[config.mk]
export PLATFORM = sky130hd
export DESIGN_NAME = rl_desc_qm
export DESIGN_NICKNAME = d
export VERILOG_FILES = /design/src/rtl/rl_desc_qm.sv
export SDC_FILE = /design/constraint.sdc
export NUM_CORES = 2
export LEC_CHECK = 0
export BUFFER_PORTS_ARGS = -buffer_cell sky130_fd_sc_hd__buf_4
export CAP_MARGIN = 20
export CORE_MARGIN = 10
export CORE_UTILIZATION = 45
export DETAILED_ROUTE_END_ITERATION = 8
export SLEW_MARGIN = 20
export SYNTH_ARGS = -nofsm -noshare
export SYNTH_HDL_FRONTEND = slang
export SYNTH_SLANG_ARGS = --single-unit
[constraint.sdc]
create_clock -name clk -period 4.24 [get_ports clk]
set_input_delay 1.06 -clock clk [delete_from_list [all_inputs] [get_ports clk]]
set_output_delay 1.06 -clock clk [all_outputs]
set_load 0.005 [all_outputs]
[src/rtl/rl_desc_qm.sv]
// rtl/rl_desc_qm.sv - per-application descriptor queue manager with PIFO notification
//
// Ports:
//   clk, rst            single clock, synchronous active-high reset
//   s_desc*             descriptor enqueue from the RX parser (valid/ready)
//   deq_req, deq_app_id dequeue strobe from the scheduler
//   m_desc*             one-cycle descriptor response, fixed latency 1
//   m_pifo_*            one notification (prio, app id) per accepted descriptor
//   queue_empty         registered per-app empty flags
//   err_empty_req       pulse when a request hits an empty queue
//   empty_req_cnt       saturating count of empty requests

`ifndef RL_DESC_APP_ID_SIZE
`define RL_DESC_APP_ID_SIZE 2
`endif

`ifndef RL_DESC_WIDTH
`define RL_DESC_WIDTH 32
`endif

module rl_desc_qm #(
    parameter int APP_ID_WIDTH = `RL_DESC_APP_ID_SIZE,
    parameter int APP_COUNT    = 2**APP_ID_WIDTH,
    parameter int DESC_WIDTH   = `RL_DESC_WIDTH,
    parameter int QUEUE_DEPTH  = 16,
    parameter int PTR_WIDTH    = $clog2(QUEUE_DEPTH)
) (
    input  logic                    clk,
    input  logic                    rst,
    input  logic [DESC_WIDTH-1:0]   s_desc,
    input  logic [APP_ID_WIDTH-1:0] s_desc_app_id,
    input  logic [APP_ID_WIDTH-1:0] s_desc_prio,
    input  logic                    s_desc_valid,
    output logic                    s_desc_ready,
    input  logic                    deq_req,
    input  logic [APP_ID_WIDTH-1:0] deq_app_id,
    output logic [DESC_WIDTH-1:0]   m_desc,
    output logic                    m_desc_valid,
    output logic                    m_pifo_valid,
    output logic [APP_ID_WIDTH-1:0] m_pifo_prio,
    output logic [APP_ID_WIDTH-1:0] m_pifo_data,
    input  logic                    m_pifo_ready,
    output logic [APP_COUNT-1:0]    queue_empty,
    output logic                    err_empty_req,
    output logic [31:0]             empty_req_cnt
);

    localparam int ADDR_WIDTH = APP_ID_WIDTH + PTR_WIDTH;
    localparam int RAM_WORDS  = APP_COUNT * QUEUE_DEPTH;
    localparam logic [PTR_WIDTH:0] FULL_CNT = (PTR_WIDTH+1)'(QUEUE_DEPTH);

    logic [DESC_WIDTH-1:0] ram [RAM_WORDS];

    logic [PTR_WIDTH-1:0] head       [APP_COUNT];
    logic [PTR_WIDTH-1:0] tail       [APP_COUNT];
    logic [PTR_WIDTH:0]   count      [APP_COUNT];
    logic [PTR_WIDTH:0]   count_next [APP_COUNT];

    logic                  pifo_free;
    logic                  enq_fire;
    logic                  deq_hit;
    logic                  deq_miss;
    logic [ADDR_WIDTH-1:0] wr_addr;
    logic [ADDR_WIDTH-1:0] rd_addr;

    // The notification register has a single slot, so an enqueue may only
    // proceed when that slot is empty or draining this cycle.
    assign pifo_free    = !m_pifo_valid || m_pifo_ready;
    assign s_desc_ready = !rst && (count[s_desc_app_id] != FULL_CNT) && pifo_free;
    assign enq_fire     = s_desc_valid && s_desc_ready;
    assign deq_hit      = !rst && deq_req && (count[deq_app_id] != '0);
    assign deq_miss     = !rst && deq_req && (count[deq_app_id] == '0);
    assign wr_addr      = {s_desc_app_id, tail[s_desc_app_id]};
    assign rd_addr      = {deq_app_id, head[deq_app_id]};

    always_ff @(posedge clk) begin
        if (enq_fire) begin
            ram[wr_addr] <= s_desc;
        end
    end

    // Separate read process: a same-edge write to the read address is not
    // yet visible here, which gives read-first behaviour.
    always_ff @(posedge clk) begin
        if (rst) begin
            m_desc <= '0;
        end else if (deq_hit) begin
            m_desc <= ram[rd_addr];
        end
    end

    always_comb begin
        for (int i = 0; i < APP_COUNT; i++) begin
            count_next[i] = count[i];
            if (enq_fire && (s_desc_app_id == APP_ID_WIDTH'(i))) begin
                count_next[i] = count_next[i] + 1'b1;
            end
            if (deq_hit && (deq_app_id == APP_ID_WIDTH'(i))) begin
                count_next[i] = count_next[i] - 1'b1;
            end
        end
    end

    always_ff @(posedge clk) begin
        if (rst) begin
            for (int i = 0; i < APP_COUNT; i++) begin
                head[i]  <= '0;
                tail[i]  <= '0;
                count[i] <= '0;
            end
            queue_empty <= '1;
        end else begin
            for (int i = 0; i < APP_COUNT; i++) begin
                if (enq_fire && (s_desc_app_id == APP_ID_WIDTH'(i))) begin
                    tail[i] <= tail[i] + 1'b1;
                end
                if (deq_hit && (deq_app_id == APP_ID_WIDTH'(i))) begin
                    head[i] <= head[i] + 1'b1;
                end
                count[i]       <= count_next[i];
                queue_empty[i] <= (count_next[i] == '0);
            end
        end
    end

    always_ff @(posedge clk) begin
        if (rst) begin
            m_desc_valid  <= 1'b0;
            err_empty_req <= 1'b0;
            empty_req_cnt <= '0;
        end else begin
            m_desc_valid  <= deq_hit;
            err_empty_req <= deq_miss;
            if (deq_miss && (empty_req_cnt != 32'hFFFF_FFFF)) begin
                empty_req_cnt <= empty_req_cnt + 32'd1;
            end
        end
    end

    // A reload in the same cycle as a drain keeps valid high, sustaining
    // back-to-back enqueues while the PIFO is ready.
    always_ff @(posedge clk) begin
        if (rst) begin
            m_pifo_valid <= 1'b0;
            m_pifo_prio  <= '0;
            m_pifo_data  <= '0;
        end else if (enq_fire) begin
            m_pifo_valid <= 1'b1;
            m_pifo_prio  <= s_desc_prio;
            m_pifo_data  <= s_desc_app_id;
        end else if (m_pifo_ready) begin
            m_pifo_valid <= 1'b0;
        end
    end

endmodule

Word level (Yosys, flattened, before mapping). Memories as Yosys holds them, arrays and structs flattened. A register that Yosys moved wholly into a read port is not among the register bits. Cells that the tools add are included. Widths: inputs -> output; s select.

Word-level logic and storage cells: 126. Output and inout port bits: 76. Flip-flop bits (word level): 43. Bits in writable memories: 2100. Memories kept: 4.

Memories: ram (depth 64, width 32, read ports 1, clocked after Yosys merged registers in 1, wr ports 1, line 52) `logic [DESC_WIDTH-1:0] ram [RAM_WORDS];`; count (depth 4, width 5, read ports 6, clocked after Yosys merged registers in 0, wr ports 4, line 56) `logic [PTR_WIDTH:0] count [APP_COUNT];`; head (depth 4, width 4, read ports 5, clocked after Yosys merged registers in 0, wr ports 4, line 54) `logic [PTR_WIDTH-1:0] head [APP_COUNT];`; tail (depth 4, width 4, read ports 5, clocked after Yosys merged registers in 0, wr ports 4, line 55) `logic [PTR_WIDTH-1:0] tail [APP_COUNT];`.

Bitwise logic cells: 12. Reduce and logical (&&, ||, !) cells: 27. Eq/ne operators: 8. Muxes and demuxes: 51. $add $sub $neg: 17.

Operator list (number): $mux 5 (12); $add 32x1->32 const B (1); $add 4x1->4 const B (8); $mux 4 (8); $ne 32x32->1 const B (1); $mux 1 (31); $logic_not 5->1 (5); $add 5x1->5 const B (4); $sub 5x1->5 const B (4); $logic_and 1x1->1 (15); $or 1x1->1 (12); $eq 2x2->1 const B (4); $ne 5x5->1 const B (1); $reduce_bool 5->1 (1); $eq 2x1->1 const B (2); $logic_not 2->1 (2); $logic_not 1->1 (2); $reduce_bool 2->1 (1); $logic_or 1x1->1 (1).

Logic depth before layout (Yosys ltp). An unclocked memory read counts as a cell.

Depth in word-level cells: 10. Depth in mapped cells: 12. Gate-level depth less buffers: 10.

Worst setup path before layout. Ideal clock, no wire load.

Kind: input to register. From: input s_desc_app_id[0]. To: memory ram[62][0] (netlist name), enable pin. Stages on the path: 7. Required time: 3.819 ns. Slack: -0.015 ns. Data arrival time: 3.833 ns. Path buffers: 1. Setup time: 0.421 ns. Path through: buf_2 and3_1 a311oi_1 o211ai_1 nor2_1 nand3_1 nor2_1.

Cells in the longest elaborated chain, start to end: 7.

RTL lines: from (decl) (line 31) `input logic [APP_ID_WIDTH-1:0] s_desc_app_id,`; $mem_v2 4x5; $ne 5x5->1 (line 69) `assign s_desc_ready = !rst && (count[s_desc_app_id] != FULL_CNT) && pifo_free;`; $logic_and 1x1->1 (2 in a row) (line 69); $logic_and 1x1->1 (line 70) `assign enq_fire = s_desc_valid && s_desc_ready;`; $mux 1 (line 77) `if (enq_fire) begin`; $mux 1 (implied by the code) (line 78) `ram[wr_addr] <= s_desc;`; to (decl) (line 52).

Parallel ways exist; a longest one is shown, timed or not.

==> out/qor.yml <==
critical_path:
  r2r_slack_ns: 0.13
  rr_startpoint: "head[3][0]$_SDFFCE_PN0P_"
  reg2reg_depth: 9
  crit_arrival_ns: 4.76
  critPathRequiredTime_ns: 4.89
  start_kind: "flip-flop"
  path_max_fanout: 88
  r2r-end: "m_desc[20]$_SDFFE_PP0P_"
  cp-end-kind: "flip-flop"
  critPathKind: "reg -> reg"
synth:
  ys.flop_type: "edfxtp_1"
  synth_warnings: 0
  syn_nets: 5673
  synth_most_common_cell: "edfxtp_1"
  synth-edff-count: 2080
  avgSynthCellArea_um2: 15.3
  synth_top_area_share_pct: 72.5
  yosys.area.top_type: "edfxtp_1"
  ys_ff_latch: 2175
  synth.area.top_cells: "edfxtp_1, mux2i_1, nand2_1"
  async_reset_ff_share_pct: 0
  seq_area_frac_synth_pct: 74.7
  yosysUniqueCellTypes: 66
  netlist_area_um2: 86100
  syn_inst: 5613
  synth.top_cells.by_count: "edfxtp_1, nand2_1, mux2i_1"
clock_network:
  cts_htree_levels: 4
  cts_tree: "built"
  cts_setup_buffers: 0
  cts_resized: 0
  cts_root_buffer: "clkbuf_16"
  clock_sinks: 2175
  cts_buffers: 219
  cts_hold_buffers: 0
  clk-insertion-delay-late_ns: 0.84
  clkTransAtPathRegs_ns: 0.06
  clock_path_buffers: 3
die:
  start_util_pct: 45.3
  chipHeight_um: 458
  die_area_um2: 209000
  io_pins: 119
  die_w_um: 458
  fp.coreArea_um2: 190000
  rows: 160
min_path:
  min_from: "s_desc_prio[0]"
  hold_path_depth: 3
  min_to: "m_pifo_prio[0]$_SDFFE_PP0P_"
  hold_path.class: "in -> reg"
flow_run:
  max-cap-violations: 0
pwr:
  ir_drop_uv: 351
  p_leak_nw: 33.4
  power_w: 0.0464
  p_per_area_nw_per_um2: 465
detailed_routing:
  antenna_left: 0
  wl_per_cell_um: 28.1
  via_per_inst: 5.96
  vias: 51263
  first_pass_iters: 5
  drcViolationCount: 0
  drt-initial-drc-count: 5951
  wl_um: 241000
grt:
  antenna_found_initial: 10
  grt_pass1_vias: 49017
  grt_use_total_pct: 22.3
  grt_max_degree: 89
  grt_pass1_wl_um: 346000
  grt_overflow: 0
timing:
  rsz0062_at_grt: "false"
  timing.final.max_slew_violations: 0
  finalClockSkew_ns: 0.0512
  fin_crit_sh_pct: 96.8
  setup-tns-final_ns: 0
  maxSlewHeadroom_pct: 23.0
  setup_slack_ns: 0.134
  finalSetupViolations: 0
  clock.fmax_mhz: 244
  holdWs_ns: 0.473
  worst_slew_pin_slew_ns: 1.14
  min_period_ns: 4.11
  hold_violations: 0
final_layout:
  layout-drive-gt1-share_pct: 14.5
  syn_to_final_growth_pct: 15.9
  layout.nets: 5946
  n_fill_cell: 15464
  finalCoreUtilization_pct: 52.5
place:
  hpwlAfterDp_um: 133000
  place.gp.congestion: 0.802
  post-place-ws_ns: -0.466
  io_buffers: 118
status:
  status: "finished, final reports clean"
## flip-flops by register name, indices dropped and copies added, names as in the netlist
signal	count
ram	2048
err_empty_req	1
count	20
m_pifo_prio	2
m_pifo_valid	1
m_pifo_data	2
empty_req_cnt	32
head	16
queue_empty	4
m_desc_valid	1
tail	16
m_desc	32
## critical path, cell delays in order, from the launching register on
cell and delay [ns]:
edfxtp_1 0.51, mux4_4 0.70, buf_12 0.23, buf_4 0.41
and2_1 0.25, a211oi_1 0.29, a31oi_1 0.09, a22o_1 0.25
o21ai_0 0.80, a41oi_1 0.23
## cell families after synthesis
kind of cell | count (synthesis) | share of synthesized area (%)
AO/OA/AOI/OAI | 876 | 7.37
AND/OR/NAND/NOR | 1563 | 8.17
flip-flops | 2175 | 74.7
multiplexers | 542 | 6.88
adder cells (fa/ha/maj) | 17 | 0.247
buffers and inverters | 364 | 1.85
XOR/XNOR | 76 | 0.773
## layer usage
metal	track usage [%]	part of all wire, %
met1	32.4	43
met2	33.8	45
met3	5.03	9.5
met4	6.08	2.6
met5	0	0
## layout by cell type (no fill, tap or decap), types with 32 or more instances in the layout
master	instances
xor2_1	45
clkbuf_1	64
nand3_1	91
or4_1	33
a31oi_1	162
clkinv_2	32
buf_12	112
nor2_4	65
a21oi_1	136
nand4_1	57
a311oi_1	35
a221oi_2	32
mux4_2	36
clkinv_1	46
o21ai_0	76
clkbuf_16	221
buf_4	297
o22ai_1	36
and2_1	127
mux2i_1	492
a311o_1	33
a221oi_1	64
and3_1	112
nand2_1	917
dfxtp_1	95
nor2_1	89
a211oi_1	138
o221ai_1	32
a41oi_1	32
edfxtp_1	2080
## power by group
| group | total, W | switching, W | leakage [nW] | internal [W] |
|---|---|---|---|---|
| combinational | 0.00377 | 0.00253 | 10.5 | 0.00124 |
| sequential | 0.0237 | 0.0000966 | 19.5 | 0.0236 |
| clock | 0.0189 | 0.00807 | 3.41 | 0.0108 |
## stage by stage
step	cells	area, um2
2_1_floorplan	5613	86100
3_3_place_gp	8176	92800
3_5_place_dp	8176	92800
4_1_cts	8587	99800
5_1_grt	8588	99800
6_report	8599	99800
## worst max path at each step
stage | depth (start not counted) | slack (ns) | start | endpoint
finish | 9 | 0.13 | head[3][0]$_SDFFCE_PN0P_ | m_desc[20]$_SDFFE_PP0P_
global route | 9 | 0.21 | head[3][0]$_SDFFCE_PN0P_ | m_desc[20]$_SDFFE_PP0P_
CTS | 9 | 0.20 | head[3][0]$_SDFFCE_PN0P_ | m_desc[20]$_SDFFE_PP0P_
detailed placement | 10 | -0.47 | deq_app_id[0] | m_desc[15]$_SDFFE_PP0P_
global placement | 10 | -0.67 | deq_app_id[0] | m_desc[21]$_SDFFE_PP0P_
floorplan | 7 | -0.01 | s_desc_app_id[0] | ram[62][0]$_DFFE_PP_
## cell type report
cell class	instances	area [um2]	area share (%)
clock buffers	296	5920	5.93
well taps	2511	3140	3.15
flip-flops and latches	2175	64400	64.5
clock inverters	115	1100	1.10
repair buffers	409	4470	4.48
multi-input cells	3074	20800	20.8
diodes	12	30.0	0.0301
inverters	7	26.3	0.0263
Power figures use the tool's default switching activity.
